## src/rtl/vga_pkg.sv

```systemverilog
// rtl/vga_pkg.sv - shared VGA 640x480 timing constants for timing and drawing logic
package vga_pkg;

    // Default 640x480 timing, in pixels (horizontal) and lines (vertical).
    localparam int VGA_H_SYNC = 96;
    localparam int VGA_H_BP   = 48;
    localparam int VGA_H_DISP = 640;
    localparam int VGA_H_FP   = 16;
    localparam int VGA_V_SYNC = 2;
    localparam int VGA_V_BP   = 29;
    localparam int VGA_V_DISP = 480;
    localparam int VGA_V_FP   = 10;

    // Derived totals and first active column/row.
    localparam int VGA_H_TOTAL     = VGA_H_SYNC + VGA_H_BP + VGA_H_DISP + VGA_H_FP;
    localparam int VGA_V_TOTAL     = VGA_V_SYNC + VGA_V_BP + VGA_V_DISP + VGA_V_FP;
    localparam int VGA_H_ACT_START = VGA_H_SYNC + VGA_H_BP;
    localparam int VGA_V_ACT_START = VGA_V_SYNC + VGA_V_BP;

endpackage

```

## src/rtl/vga_timing_gen.sv

```systemverilog
// rtl/vga_timing_gen.sv - VGA sync/position generator with inline /2 pixel strobe
//
// Ports:
//   clk          system clock (pixel rate is half of it)
//   rst_n        asynchronous active-low reset
//   pix_en       pixel strobe, high one clk in every two
//   h_cnt/v_cnt  raw horizontal/vertical counters
//   hsync/vsync  active-low sync pulses
//   visible      current pixel lies in the active area
//   x/y          active-area column/row, 0 outside the active area
//   line_start   high while h_cnt==0
//   frame_start  high while h_cnt==0 and v_cnt==0
//   frame_cnt    8-bit frame counter, only when VGA_FRAME_CNT_EN is defined
module vga_timing_gen
    import vga_pkg::*;
#(
    parameter int H_SYNC = VGA_H_SYNC,
    parameter int H_BP   = VGA_H_BP,
    parameter int H_DISP = VGA_H_DISP,
    parameter int H_FP   = VGA_H_FP,
    parameter int V_SYNC = VGA_V_SYNC,
    parameter int V_BP   = VGA_V_BP,
    parameter int V_DISP = VGA_V_DISP,
    parameter int V_FP   = VGA_V_FP
) (
    input  logic       clk,
    input  logic       rst_n,
    output logic       pix_en,
    output logic [9:0] h_cnt,
    output logic [9:0] v_cnt,
    output logic       hsync,
    output logic       vsync,
    output logic       visible,
    output logic [9:0] x,
    output logic [9:0] y,
    output logic       line_start,
    output logic       frame_start
`ifdef VGA_FRAME_CNT_EN
    ,
    output logic [7:0] frame_cnt
`endif
);

    localparam logic [9:0] H_LAST      = 10'(H_SYNC + H_BP + H_DISP + H_FP - 1);
    localparam logic [9:0] V_LAST      = 10'(V_SYNC + V_BP + V_DISP + V_FP - 1);
    localparam logic [9:0] H_SYNC_END  = 10'(H_SYNC);
    localparam logic [9:0] V_SYNC_END  = 10'(V_SYNC);
    localparam logic [9:0] H_ACT_START = 10'(H_SYNC + H_BP);
    localparam logic [9:0] V_ACT_START = 10'(V_SYNC + V_BP);
    localparam logic [9:0] H_ACT_END   = 10'(H_SYNC + H_BP + H_DISP);
    localparam logic [9:0] V_ACT_END   = 10'(V_SYNC + V_BP + V_DISP);

    logic       div;
    logic [9:0] h_nxt;
    logic [9:0] v_nxt;
    logic       frame_wrap;
    logic       vis_nxt;
    logic [9:0] x_nxt;
    logic [9:0] y_nxt;

    // Next-state counters. The decoded outputs below are registered from
    // these, so they move on the same edge as h_cnt/v_cnt with no lag.
    always_comb begin
        h_nxt      = h_cnt;
        v_nxt      = v_cnt;
        frame_wrap = 1'b0;
        if (pix_en) begin
            if (h_cnt == H_LAST) begin
                h_nxt = '0;
                if (v_cnt == V_LAST) begin
                    v_nxt      = '0;
                    frame_wrap = 1'b1;
                end else begin
                    v_nxt = v_cnt + 10'd1;
                end
            end else begin
                h_nxt = h_cnt + 10'd1;
            end
        end
    end

    always_comb begin
        vis_nxt = (h_nxt >= H_ACT_START) && (h_nxt < H_ACT_END) &&
                  (v_nxt >= V_ACT_START) && (v_nxt < V_ACT_END);
        x_nxt   = vis_nxt ? (h_nxt - H_ACT_START) : 10'd0;
        y_nxt   = vis_nxt ? (v_nxt - V_ACT_START) : 10'd0;
    end

    always_ff @(posedge clk or negedge rst_n) begin
        if (!rst_n) begin
            div         <= 1'b0;
            pix_en      <= 1'b0;
            h_cnt       <= '0;
            v_cnt       <= '0;
            hsync       <= 1'b0;
            vsync       <= 1'b0;
            visible     <= 1'b0;
            x           <= '0;
            y           <= '0;
            line_start  <= 1'b1;
            frame_start <= 1'b1;
        end else begin
            // pix_en follows the divider by one clk: first strobe lands on
            // the second edge after reset release.
            div         <= ~div;
            pix_en      <= div;
            h_cnt       <= h_nxt;
            v_cnt       <= v_nxt;
            hsync       <= (h_nxt >= H_SYNC_END);
            vsync       <= (v_nxt >= V_SYNC_END);
            visible     <= vis_nxt;
            x           <= x_nxt;
            y           <= y_nxt;
            line_start  <= (h_nxt == 10'd0);
            frame_start <= (h_nxt == 10'd0) && (v_nxt == 10'd0);
        end
    end

`ifdef VGA_FRAME_CNT_EN
    // Steps on the same edge that raises frame_start.
    always_ff @(posedge clk or negedge rst_n) begin
        if (!rst_n) begin
            frame_cnt <= '0;
        end else if (frame_wrap) begin
            frame_cnt <= frame_cnt + 8'd1;
        end
    end
`endif

endmodule

```

## config.mk

```make
export PLATFORM = sky130hd
export DESIGN_NAME = vga_timing_gen
export DESIGN_NICKNAME = d
export VERILOG_FILES = /design/src/rtl/vga_pkg.sv /design/src/rtl/vga_timing_gen.sv
export SDC_FILE = /design/constraint.sdc
export NUM_CORES = 1
export LEC_CHECK = 0
export ABC_AREA = 0
export CORE_MARGIN = 2
export CORE_UTILIZATION = 57
export DETAILED_ROUTE_END_ITERATION = 10
export DONT_BUFFER_PORTS = 1
export GPL_TIMING_DRIVEN = 1
export PLACE_DENSITY_LB_ADDON = 0.25
export SLEW_MARGIN = 20
export SYNTH_ARGS = -nofsm -noshare
export SYNTH_HDL_FRONTEND = slang
export SYNTH_SLANG_ARGS = --single-unit
```

## constraint.sdc

```tcl
create_clock -name clk -period 2.7 [get_ports clk]
set_input_delay 0.405 -clock clk [delete_from_list [all_inputs] [get_ports clk]]
set_output_delay 0.405 -clock clk [all_outputs]
set_load 0.01 [all_outputs]
```

# [Word level (Yosys, flattened, before mapping)]
# Index checks and enable logic that the tools add are counted.
[totals] reg_bits=47 input_bits=2 out_inout_bits=46
[classes] add_sub_neg=4 order_cmp=6 n_eq_ne=2 muxes=7 n_bitwise=1 n_reduce_logical=6
[op_table] cell="two-way mux 10 bit" n=7
[op_table] cell="adder 10 x 1 -> 10 bit (second input constant)" n=2
[op_table] cell="== test 10 bit (second input constant)" n=2
[op_table] cell="logical NOT 10 bit" n=2
[op_table] cell="greater-or-equal comparator 10 x 2 -> 1 bit (second input constant)" n=1
[op_table] cell="greater-or-equal comparator 10 x 5 -> 1 bit (second input constant)" n=1
[op_table] cell="greater-or-equal comparator 10 x 7 -> 1 bit (second input constant)" n=1
[op_table] cell="greater-or-equal comparator 10 x 8 -> 1 bit (second input constant)" n=1
[op_table] cell="less-than comparator 10 bit (second input constant)" n=1
[op_table] cell="less-than comparator 10 x 9 -> 1 bit (second input constant)" n=1
[op_table] cell="subtractor 10 x 5 -> 10 bit (second input constant)" n=1
[op_table] cell="subtractor 10 x 8 -> 10 bit (second input constant)" n=1
[op_table] cell="logical AND 1 bit" n=4
[op_table] cell="inverter 1 bit" n=1

# [Depth between registers and ports, before layout]
# Gate-level depths: netlist of the first run.
[depth] word_depth=8 depth_mapped=14 ltp_nobuf=12

# [Worst setup path before layout of the first run]
# OpenSTA, ideal clock, no wires.
[synth_timing] path_kind="flip-flop to flip-flop" from="register h_cnt[1]" to="register x[2]" arrival_ns=2.800 required_time_ns=2.574 setup_slack_ns=-0.226 stages_incl_launch_ff=12 path_buffers=2 cell_sequence="dfrtp_1 -> ha_1 -> and4_1 -> buf_2 -> nand3_2 -> o21ai_0 -> ha_1 -> nand3_1 -> or4_4 -> o221ai_4 -> buf_6 -> nor2_1"
[synth_via] word_cells_on_any_way=15
[synth_lines] item="from (decl)" line_no="vga_timing_gen.sv:29" text="output logic [9:0] h_cnt,"
[synth_lines] item="from (signal assigned)" line_no="vga_timing_gen.sv:107" text="h_cnt <= h_nxt;"
[synth_lines] item="== test 10 bit (*)" line_no="vga_timing_gen.sv:68" text="if (h_cnt == H_LAST) begin"
[synth_lines] item="two-way mux 10 bit (*)" line_no="vga_timing_gen.sv:68"
[synth_lines] item="two-way mux 10 bit (*)" line_no="vga_timing_gen.sv:67" text="if (pix_en) begin"
[synth_lines] item="via v_nxt[1]" line_no="vga_timing_gen.sv:55" text="logic [9:0] v_nxt;"
[synth_lines] item="greater-or-equal comparator 10 x 5 -> 1 bit" line_no="vga_timing_gen.sv:84" text="(v_nxt >= V_ACT_START) && (v_nxt < V_ACT_END);"
[synth_lines] item="logical AND 1 bit" line_no="vga_timing_gen.sv:83" text="vis_nxt = (h_nxt >= H_ACT_START) && (h_nxt < H_ACT_END) &&"
[synth_lines] item="logical AND 1 bit (*)" line_no="vga_timing_gen.sv:84"
[synth_lines] item="two-way mux 10 bit (*)" line_no="vga_timing_gen.sv:85" text="x_nxt = vis_nxt ? (h_nxt - H_ACT_START) : 10'd0;"
[synth_lines] item="via x_nxt[2]" line_no="vga_timing_gen.sv:58" text="logic [9:0] x_nxt;"
[synth_lines] item="to (signal assigned)" line_no="vga_timing_gen.sv:112" text="x <= x_nxt;"
[synth_lines] item="to (decl)" line_no="vga_timing_gen.sv:34" text="output logic [9:0] x,"
# Mark *: on every way through the listed nets, which the timed path passes. The rest lies on a longest branch.

# [Final worst setup path of the first run]
[layout_timing] from="register h_cnt[5]" to="register y[3]"
[layout_via] word_cells_on_any_way=15
[layout_lines] item="== test 10 bit (*)" line_no="vga_timing_gen.sv:68"
[layout_lines] item="two-way mux 10 bit (*)" line_no="vga_timing_gen.sv:68"
[layout_lines] item="two-way mux 10 bit (*)" line_no="vga_timing_gen.sv:67"
[layout_lines] item="via v_nxt[2]" line_no="vga_timing_gen.sv:55"
[layout_lines] item="greater-or-equal comparator 10 x 5 -> 1 bit" line_no="vga_timing_gen.sv:84"
[layout_lines] item="logical AND 1 bit" line_no="vga_timing_gen.sv:83"
[layout_lines] item="logical AND 1 bit" line_no="vga_timing_gen.sv:84"
[layout_lines] item="two-way mux 10 bit (*)" line_no="vga_timing_gen.sv:86" text="y_nxt = vis_nxt ? (v_nxt - V_ACT_START) : 10'd0;"
[layout_lines] item="via y_nxt[3]" line_no="vga_timing_gen.sv:59" text="logic [9:0] y_nxt;"
[layout_lines] item="to (signal assigned)" line_no="vga_timing_gen.sv:113" text="y <= y_nxt;"
[layout_lines] item="to (decl)" line_no="vga_timing_gen.sv:35" text="output logic [9:0] y,"
# Marked as above.

==> impl_metrics.tcl, run 1 <==
set metrics [dict create \
    cts-root-buf "clkbuf_8" \
    start_util_pct 60.07 \
    final_nets 323 \
    clkLatencyLatePin_ps 310 \
    drc 0 \
    grt_pass1_wl_um 10280 \
    required_ps 2900 \
    hpwl_um 4737 \
    setup_viol 0 \
    synthArstFlopShare_pct 100.0 \
    fmax_mhz 370.5 \
    placedCellCount 350 \
    clkTransAtPathRegs_ps 90 \
    min_period_over_period_pct 99.98 \
    antenna_cells 0 \
    yosys-top-cells-area "dfrtp_1 (46%), ha_1 (5.1%), xnor2_1 (3.9%)" \
    top_usage_layer "met2" \
    criticalPathCategory "register to register" \
    die-area_sq_um 4848 \
    final_max_slew_viol_count 0 \
    drive_gt1_share_pct 32.69 \
    multi_input_area_sq_um 1252 \
    h-tree-depth 2 \
    yosys_register_bits 47 \
    syn_nets 263 \
    drt_wl_total_um 6655 \
    worst_pin_slew_ps 497.4 \
    maxSlewHeadroom_pct 66.74 \
    cap_viol_max_count 0 \
    use_met3_pct 6.831 \
    fin_cells 362 \
    cts_tree "built" \
    die_h_um 69.63 \
    firstDrtPassIters 4 \
    synthFlopType "dfrtp_1" \
    p_per_area_nw_per_um2 389.5 \
    cts_buffers 5 \
    rsz0062_at_grt "true" \
    utilization_pct 79.15 \
    clk_path_buf_depth 2 \
    worstPathMaxFanout 14 \
    area_growth_pct 31.75 \
    synth_top_area_share_pct 45.87 \
    fin_ws_ps 0.6541 \
    via_per_inst 5.959 \
    cp-start-kind "register" \
    grt_usage_pct 27.15 \
    grt.met2_usage_pct 47.97 \
    end_kind "register" \
    rows 23 \
    post_synth_inst_count 251 \
    ys_types 50 \
    coreArea_sq_um 4086 \
    yosys.area.top_type "dfrtp_1" \
    numPortBuffers 0 \
    wl_per_cell_um 18.38 \
    synth_edf_count 0 \
    drtIter0Drc 220 \
    grt_start_max_net_pins 48 \
    syn_area_sq_um 2455 \
    gr-total-overflow 0 \
    n_fill_cell 253 \
    synth_area_per_cell_sq_um 9.780 \
    r2r_setup_slack_ps 0.7 \
    skew_ps 12.94 \
    hp-class "register to register" \
    peakVddDrop_mv 0.2816 \
    p_leak_uw 0.001555 \
    dp_worst_setup_slack_ps 6.773 \
    num_io_pins 48 \
    seqCellArea_sq_um 1181 \
    arrival_ps 2900 \
    antenna_found_initial 0 \
    vias 2157 \
    grt_pass1_vias 2125 \
    ant_nets 0 \
    min_period_ps 2699 \
    finalHoldViolCount 0 \
    grtUsageMet1_pct 31.35 \
    outcome "complete, no violations" \
    gp_congestion 0.8674 \
    synth_warnings 0 \
    die_x_um 69.63 \
    clock-sinks 47 \
    synth_seq_area_share_pct 48.01 \
    fin_total_pwr_uw 1260 \
]
-- metrics by stage --
stage	setup TNS [ps]	hold WS [ps]	area, sq um
2_1_floorplan	0	109.4	2502
3_3_place_gp	0	110.8	2963
3_5_place_dp	0	110.8	2963
4_1_cts	0	392.2	3133
5_1_grt	-1011	407.6	3234
6_report	0	386.2	3234
-- flip-flops by register name, indices dropped and copies added (netlist names) --
register / cells
div: 1
frame_start: 1
h_cnt: 10
hsync: 1
line_start: 1
pix_en: 1
v_cnt: 10
visible: 1
vsync: 1
x: 10
y: 10
-- cell type report --
type | instances | share of cell area (%)
clock inverters | 3 | 1.470
flip-flops and latches | 47 | 36.52
clock buffers | 5 | 2.128
well taps | 50 | 1.934
repair buffers | 63 | 16.21
multi-input cells | 168 | 38.72
inverters | 26 | 3.017
-- cell usage in the layout (no fill, tap or decap), types with 5 or more instances in the layout --
cell type,count
buf_4,58
dfrtp_1,43
inv_1,23
nor2_1,21
nand2_1,16
xnor2_1,11
nand3_1,9
o21ai_0,9
nor3_1,8
nand4_1,7
and3_1,7
ha_1,7
xor2_1,6
a21oi_1,6
clkbuf_8,5
-- synthesized netlist by cell type (all sizes together), types with 2 or more instances --
cell type / n
o31ai: 2
nor3b: 2
nand4b: 2
nor2b: 2
buf: 8
and4: 5
nand2: 16
o221ai: 2
clkbuf: 2
nor3: 13
dfrtp: 45
mux2i: 2
or3: 3
nor2: 21
a31oi: 3
o21ai: 12
inv: 26
nand4: 7
xnor2: 11
nor4: 2
dfstp: 2
xor2: 6
nand3: 11
ha: 10
or4: 3
a21oi: 7
and3: 8
and2: 4
-- path summary, 6_finish.rpt --
path | end | from | cells past startpoint
hold reg to reg | pix_en | div | 0
max in group asynchronous | line_start | rst_n | 2
min in group asynchronous | h_cnt[7] | rst_n | 2
hold / removal | pix_en | div | 0
setup reg to reg | y[3] | h_cnt[5] | 9
setup / recovery | y[3] | h_cnt[5] | 9
-- cell families after synthesis --
kind of cell             share of synthesized area [%]
multiplexers                                    0.9683
XOR/XNOR                                         6.065
buffers and inverters                            6.217
AO/OA/AOI/OAI                                    9.736
adder cells (fa/ha/maj)                          5.097
AND/OR/NAND/NOR                                  23.90
flip-flops                                       48.01
-- worst max-delay path, cell delays in order (launching register included) --
cell,delay [ps]
dfrtp_1,420
nor4b_4,360
buf_4,190
nand4_1,130
mux2i_2,350
nand3_4,140
or4_4,530
o221ai_4,240
buf_12,180
nor2_1,50
-- report_power, final --
| part | internal, uW | leakage (uW) | switching, uW |
|---|---|---|---|
| registers | 703 | 0.000632 | 0 |
| logic | 5.12 | 0.000864 | 14.3 |
| clock network | 281 | 0.0000587 | 256 |
-- per-layer routing --
layer / wire, um / vias up
met5: 0 / -
met4: 210 / 0
met3: 389 / 23
met2: 3522 / 88
met1: 2532 / 1059
li1: - / 987
-- what timing repair did --
item	in CTS	in global routing
endpoints found under the hold margin	47	0
pin swaps	4	8
hold buffers	2	0
resized for setup	2	20
gates cloned	0	0
buffers inserted	1	3
endpoints found under the setup margin	2	21
(Power assumes the default switching activity.)
==> run 2, diff against run 1 <==
==> constraint.sdc (replaced) <==
create_clock -name clk -period 2.7 [get_ports clk]
set_input_delay 0.405 -clock clk [delete_from_list [all_inputs] [get_ports clk]]
set_output_delay 0.405 -clock clk [all_outputs]
set_load 0.005 [all_outputs]
==> run 2 against run 1 <==
Sequential share of layout area up 0.94 points. Critical endpoint is now x[6]. Cell count down 1.4%. Worst setup slack better by 60 ps. Critical path type unchanged. Power down 1.0%. Largest power group unchanged. Fmax up 2.3%. Critical path depth up 3. Clock-buffer cell count unchanged. Non-clock buffer count down 5. Cell area down 2.7%.
==> impl_metrics.tcl, run 2 (synthesis results as in run 1) <==
set metrics [dict create \
    placedCellCount 344 \
    final_cell_mix "buf_4 (55), dfrtp_1 (45), inv_1 (25), nor2_1 (21), nand2_1 (16)" \
    dpl_cell_area_sq_um 2900 \
    fin_area_sq_um 3147 \
    start_util_pct 60.07 \
    cts_tree "built" \
    numPortBuffers 0 \
    grt_pass1_vias 2200 \
    setup_viol 0 \
    h-tree-depth 2 \
    gp_congestion 0.9231 \
    gr-total-overflow 0 \
    antenna_found_initial 0 \
    fin_setup_tns_ps 0 \
    coreArea_sq_um 4086 \
    n_fill_cell 270 \
    min_period_ps 2640 \
    ant_nets 0 \
    wl_per_cell_um 17.32 \
    grt_pass1_wl_um 9998 \
    clkTransAtPathRegs_ps 80 \
    vias 2125 \
    criticalPathCategory "register to register" \
    final_nets 318 \
    arrival_ps 2870 \
    outcome "complete, no violations" \
    antenna_cells 0 \
    grt_start_max_net_pins 48 \
    area_growth_pct 28.19 \
    mostFrequentLayoutCell "buf_4" \
    skew_ps 9.164 \
    fin_cells 357 \
    seqCellArea_sq_um 1179 \
    grt_usage_pct 25.69 \
    finalHoldViolCount 0 \
    hp-class "register to register" \
    clock-sinks 47 \
    p_leak_uw 0.001544 \
    hpwl_um 4468 \
    drtIter0Drc 97 \
    clkLatencyLatePin_ps 300 \
    clk_path_buf_depth 2 \
    maxSlewHeadroom_pct 70.66 \
    drt_wl_total_um 6182 \
    end_kind "register" \
    rsz0062_at_grt "true" \
    drive_gt1_share_pct 30.62 \
    cts_buffers 5 \
    p_per_area_nw_per_um2 396.3 \
    final_max_slew_viol_count 0 \
    min_period_over_period_pct 97.76 \
    firstDrtPassIters 4 \
    die_x_um 69.63 \
    fmax_mhz 378.8 \
    die_h_um 69.63 \
    peakVddDrop_mv 0.2125 \
    fin_ws_ps 60.37 \
    multi_input_area_sq_um 1221 \
    via_per_inst 5.952 \
    die-area_sq_um 4848 \
    drc 0 \
    worstPathMaxFanout 14 \
    dp_worst_setup_slack_ps -7.310 \
    cp-start-kind "register" \
    cap_viol_max_count 0 \
    rows 23 \
    num_io_pins 48 \
    cts-root-buf "clkbuf_8" \
    worst_pin_slew_ps 438.8 \
    required_ps 2930 \
]
-- run 2: final timing paths --
check,from,endpoint,cells past startpoint,slack [ps]
worst min-delay path,div,pix_en,0,390
max in group asynchronous,rst_n,line_start,2,1820
worst max-delay path,h_cnt[1],x[6],12,60
worst min register to register,div,pix_en,0,390
worst max register to register,h_cnt[1],x[6],12,60
min in group asynchronous,rst_n,v_cnt[6],2,600
-- run 2: worst max-delay path: stages (launching register included) --
cell,delay [ps]
dfrtp_1,400
ha_2,210
and4_4,230
nand3_4,120
o21ai_4,100
ha_2,200
inv_1,70
or3_4,330
o2111ai_2,220
o311a_4,240
o221ai_4,110
buf_12,170
nor3_2,150
-- run 2: final cells by class --
| class | instances | share of cell area, % |
|---|---|---|
| Timing Repair Buffer | 58 | 14.95 |
| Tap cell | 50 | 1.988 |
| Clock buffer | 5 | 2.187 |
| Inverter | 26 | 3.101 |
| Sequential cell | 47 | 37.46 |
| Multi-Input combinational cell | 168 | 38.81 |
| Clock inverter | 3 | 1.511 |
-- run 2: metal layers --
layer,track usage (%),wire (um),share of wire (%),vias up
met5,0,0,0,-
met3,5.814,334,5.4,24
met2,45.94,3160,51,86
met4,11.11,244,3.9,0
met1,29.36,2442,40,1039
li1,-,-,-,976
-- run 2: what timing repair did --
item	in CTS	in global routing
setup buffers	0	3
hold buffers	2	0
gates resized for setup	2	13
pin swaps	0	3
gates cloned	0	0
endpoints found under the hold margin	47	0
setup endpoints to repair	1	22
-- run 2: metrics by stage --
step                hold WS [ps]  util, %  power (uW)
floorplan                  109.4        -       717.5
global placement           110.7    70.97       717.4
detailed placement         110.4    70.97       717.4
CTS                        389.5    74.86        1261
global route               409.0    77.01        1289
finish                     392.1    77.01        1247
-- run 2: power by group --
group	internal, uW	switching (uW)	leakage [uW]
Clock	281	244	0.0000587
Combinational	5.13	13.7	0.000850
Sequential	703	0	0.000635
Total	989	258	0.00154
==> run 3, diff against run 2 <==
--- a/config.mk
+++ b/config.mk
@@ -11,6 +11,7 @@
 export DETAILED_ROUTE_END_ITERATION = 10
 export DONT_BUFFER_PORTS = 1
 export GPL_TIMING_DRIVEN = 1
+export HOLD_SLACK_MARGIN = 0.02
 export PLACE_DENSITY_LB_ADDON = 0.25
 export SLEW_MARGIN = 20
 export SYNTH_ARGS = -nofsm -noshare
==> results of run 3 <==
No change in the layout: final DEF, timing and power equal those of run 2.
==> patch: new RTL, flow settings as in run 2 <==
Put one more register stage on the output `y`, with the module's reset. The value now appears one clock later. The other outputs are not delayed to match.
--- a/src/rtl/vga_timing_gen.sv
+++ b/src/rtl/vga_timing_gen.sv
@@ -50,6 +50,8 @@
     localparam logic [9:0] H_ACT_END   = 10'(H_SYNC + H_BP + H_DISP);
     localparam logic [9:0] V_ACT_END   = 10'(V_SYNC + V_BP + V_DISP);
 
+    logic [9:0] y_s0;
+
     logic       div;
     logic [9:0] h_nxt;
     logic [9:0] v_nxt;
@@ -96,7 +98,7 @@
             vsync       <= 1'b0;
             visible     <= 1'b0;
             x           <= '0;
-            y           <= '0;
+            y_s0        <= '0;
             line_start  <= 1'b1;
             frame_start <= 1'b1;
         end else begin
@@ -110,7 +112,7 @@
             vsync       <= (v_nxt >= V_SYNC_END);
             visible     <= vis_nxt;
             x           <= x_nxt;
-            y           <= y_nxt;
+            y_s0        <= y_nxt;
             line_start  <= (h_nxt == 10'd0);
             frame_start <= (h_nxt == 10'd0) && (v_nxt == 10'd0);
         end
@@ -127,5 +129,13 @@
     end
 `endif
 
+    always_ff @(posedge clk or negedge rst_n) begin
+        if (!rst_n) begin
+            y <= '0;
+        end else begin
+            y <= y_s0;
+        end
+    end
+
 endmodule
 
Formal check against the unedited RTL: no difference found for any inputs over 10 cycles, from zero or initial values and one cycle with rst_n low; that may be too few to reach the edited logic, so the function may still have changed.
==> patch against run 2 <==
Setup slack lost 14 ps; combinational power up 14%; sequential cell count grew 10; area after synthesis up 10%; routed wire length grew 9.2%; final area increased by 12%; power up 33%; die area up 9.6%.
==> patch: results (changes against run 2) <==
| Step | Item | Reported | Delta |
| --- | --- | --- | --- |
| critical path | Worst endpoint data arrival time | 2880 ps | about the same |
| critical path | Largest driver fanout on the critical path | 17 | +3 |
| final layout | Proportion of layout cells with a drive suffix above 1 | 32.2% | +1.6 points |
| placed design | Placer congestion estimate | 1.03 | +11% |
| cts | Inserted Clock Buffers | 9 | +4 |
| grt | Initial antenna violation count | 0 | unchanged |
| route | Routed Wire Length | 6.75 mm | +9.2% |
| grt | Number of global-route vias before repair | 2159 | -1.9% |
| yosys | Fraction of registers with async set or reset after synthesis | 100% | unchanged |
| yosys | Number of nets in the synthesized netlist | 273 | +3.8% |
| cts | Number of buffers on the longest clock path | 2 | unchanged |
| power and ir drop | Leakage component of the power | 1.74 nW | +13% |
| yosys | Synth area leaders | sky130_fd_sc_hd__dfrtp_1 (51%), sky130_fd_sc_hd__ha_1 (4.6%), sky130_fd_sc_hd__xnor2_1 (3.6%) |  |
| route | 1st-iter DRT viols | 173 | +78% |
| grt | Maximum number of pins on one net before global-route repair | 58 | +21% |
| cts | Clock-pin slew reported for the worst setup and hold paths after clock tree synthesis | 70 ps |  |
| grt | GR Util All Layers | 27.1% | +1.4 points |
| yosys | Cell types with the highest counts after synthesis | sky130_fd_sc_hd__dfrtp_1 (55), sky130_fd_sc_hd__inv_1 (25), sky130_fd_sc_hd__nor2_1 (21) |  |
| cts | CTS H-Tree Depth | 3 | +1 |
| worst hold path | Worst hold path class | register to register |  |
| sta | Transition at the pin with the smallest max-transition slack | 467 ps | +27.9 ps |
| cts | Number of cells upsized or downsized after cts | 1 | -1 |
| route | Per-cell via count in the routed design | 5.86 | -1.5% |
| status | Status | finished, final reports clean |  |
| cts | Post-CTS Hold Buffers | 2 | unchanged |
| critical path | Peak per-stage delay on the critical path | 410 ps |  |
| route | Pre-antenna DRT Iters | 4 | unchanged |
| power and ir drop | Worst ir drop on vdd | 0.386 mV | +82% |
| yosys | Portion of the post-synthesis area used by sequential elements | 52.8% | +4.8 points |
| critical path | CP delay by family, top | simple AND/OR/NAND/NOR gates |  |
| placed design | DP Wirelength | 4.62 mm | +3.5% |
| critical path | Slowest-stage cell, CP | sky130_fd_sc_hd__dfrtp_1 |  |
| cts | Setup repair bufs after CTS | 0 | unchanged |
| sta | Fin Clk Skew | 10.6 ps | +1.41 ps |
| yosys | Post-synth top flop | sky130_fd_sc_hd__dfrtp_1 |  |
| yosys | Yosys cell types | 50 | unchanged |
| critical path | R2R setup slack | 50 ps |  |
| grt | Global-route wire length before repair | 10.5 mm | +5.5% |
| placed design | IO Port Bufs | 0 | unchanged |
| cts | Clock latency of the later-clocked register in the worst-skew pair | 340 ps | +40 ps |
| yosys | Warnings, synthesis | 0 | unchanged |
| cts | Buffer cell driving the clock tree root | sky130_fd_sc_hd__clkbuf_8 |  |
| final layout | Nets@finish | 336 | +5.7% |
| final layout | Number of antenna diodes | 0 | unchanged |
==> patch: cell types whose count changed in the layout (fill, tap and decap cells not counted), sizes merged <==
cell / before / now
clkinv: 1 / 2
clkbuf: 5 / 11
clkinvlp: 0 / 2
buf: 57 / 61
inv: 27 / 26
dfrtp: 45 / 55
==> patch: final timing paths <==
check / start / to / depth (start not counted)
worst max-delay path: h_cnt[5] / x[2] / 12
max in group asynchronous: rst_n / frame_start / 2
worst max register to register: h_cnt[5] / x[2] / 12
worst min-delay path: y_s0[4] / y[4] / 0
worst min register to register: y_s0[4] / y[4] / 0
min in group asynchronous: rst_n / x[5] / 2
==> patch: stage by stage <==
stage	instances	util, %	hold WS (ps)	setup slack [ps]	instance area, um^2
2_1_floorplan	261	-	109	17.4	2740
3_3_place_gp	360	68.0	111	-129	3170
3_5_place_dp	360	68.0	111	-41.6	3170
4_1_cts	378	73.2	351	1.53	3410
5_1_grt	383	75.9	362	-78.6	3540
6_report	383	75.9	350	46.7	3540
==> patch: cell families after synthesis <==
group,Yosys count,share of synthesized area [%]
flops,57,52.8
buf+inv,36,5.64
simple gates,104,21.7
compound gates,35,8.84
xor+xnor,17,5.50
mux,2,0.879
fa+ha+maj,10,4.63
==> patch: layout make-up <==
class	count	area, um^2
repair buffers	62	504
well taps	54	67.6
inverters	26	97.6
multi-input cells	168	1240
clock buffers	11	141
clock inverters	5	55.1
flip-flops and latches	57	1430
fillers	301	1120
==> patch: power by group <==
| part | internal, mW | switching, mW |
|---|---|---|
| clock | 0.447 | 0.336 |
| sequential | 0.854 | 0 |
| combinational | 0.00514 | 0.0163 |
| total | 1.31 | 0.352 |
==> patch: per-layer routing <==
layer	vias up	routed length, um	track usage (%)
met4	0	165	10.9
li1	1030	-	-
met3	18	448	10.2
met5	-	0	0
met2	102	3300	41.6
met1	1096	2840	34.6
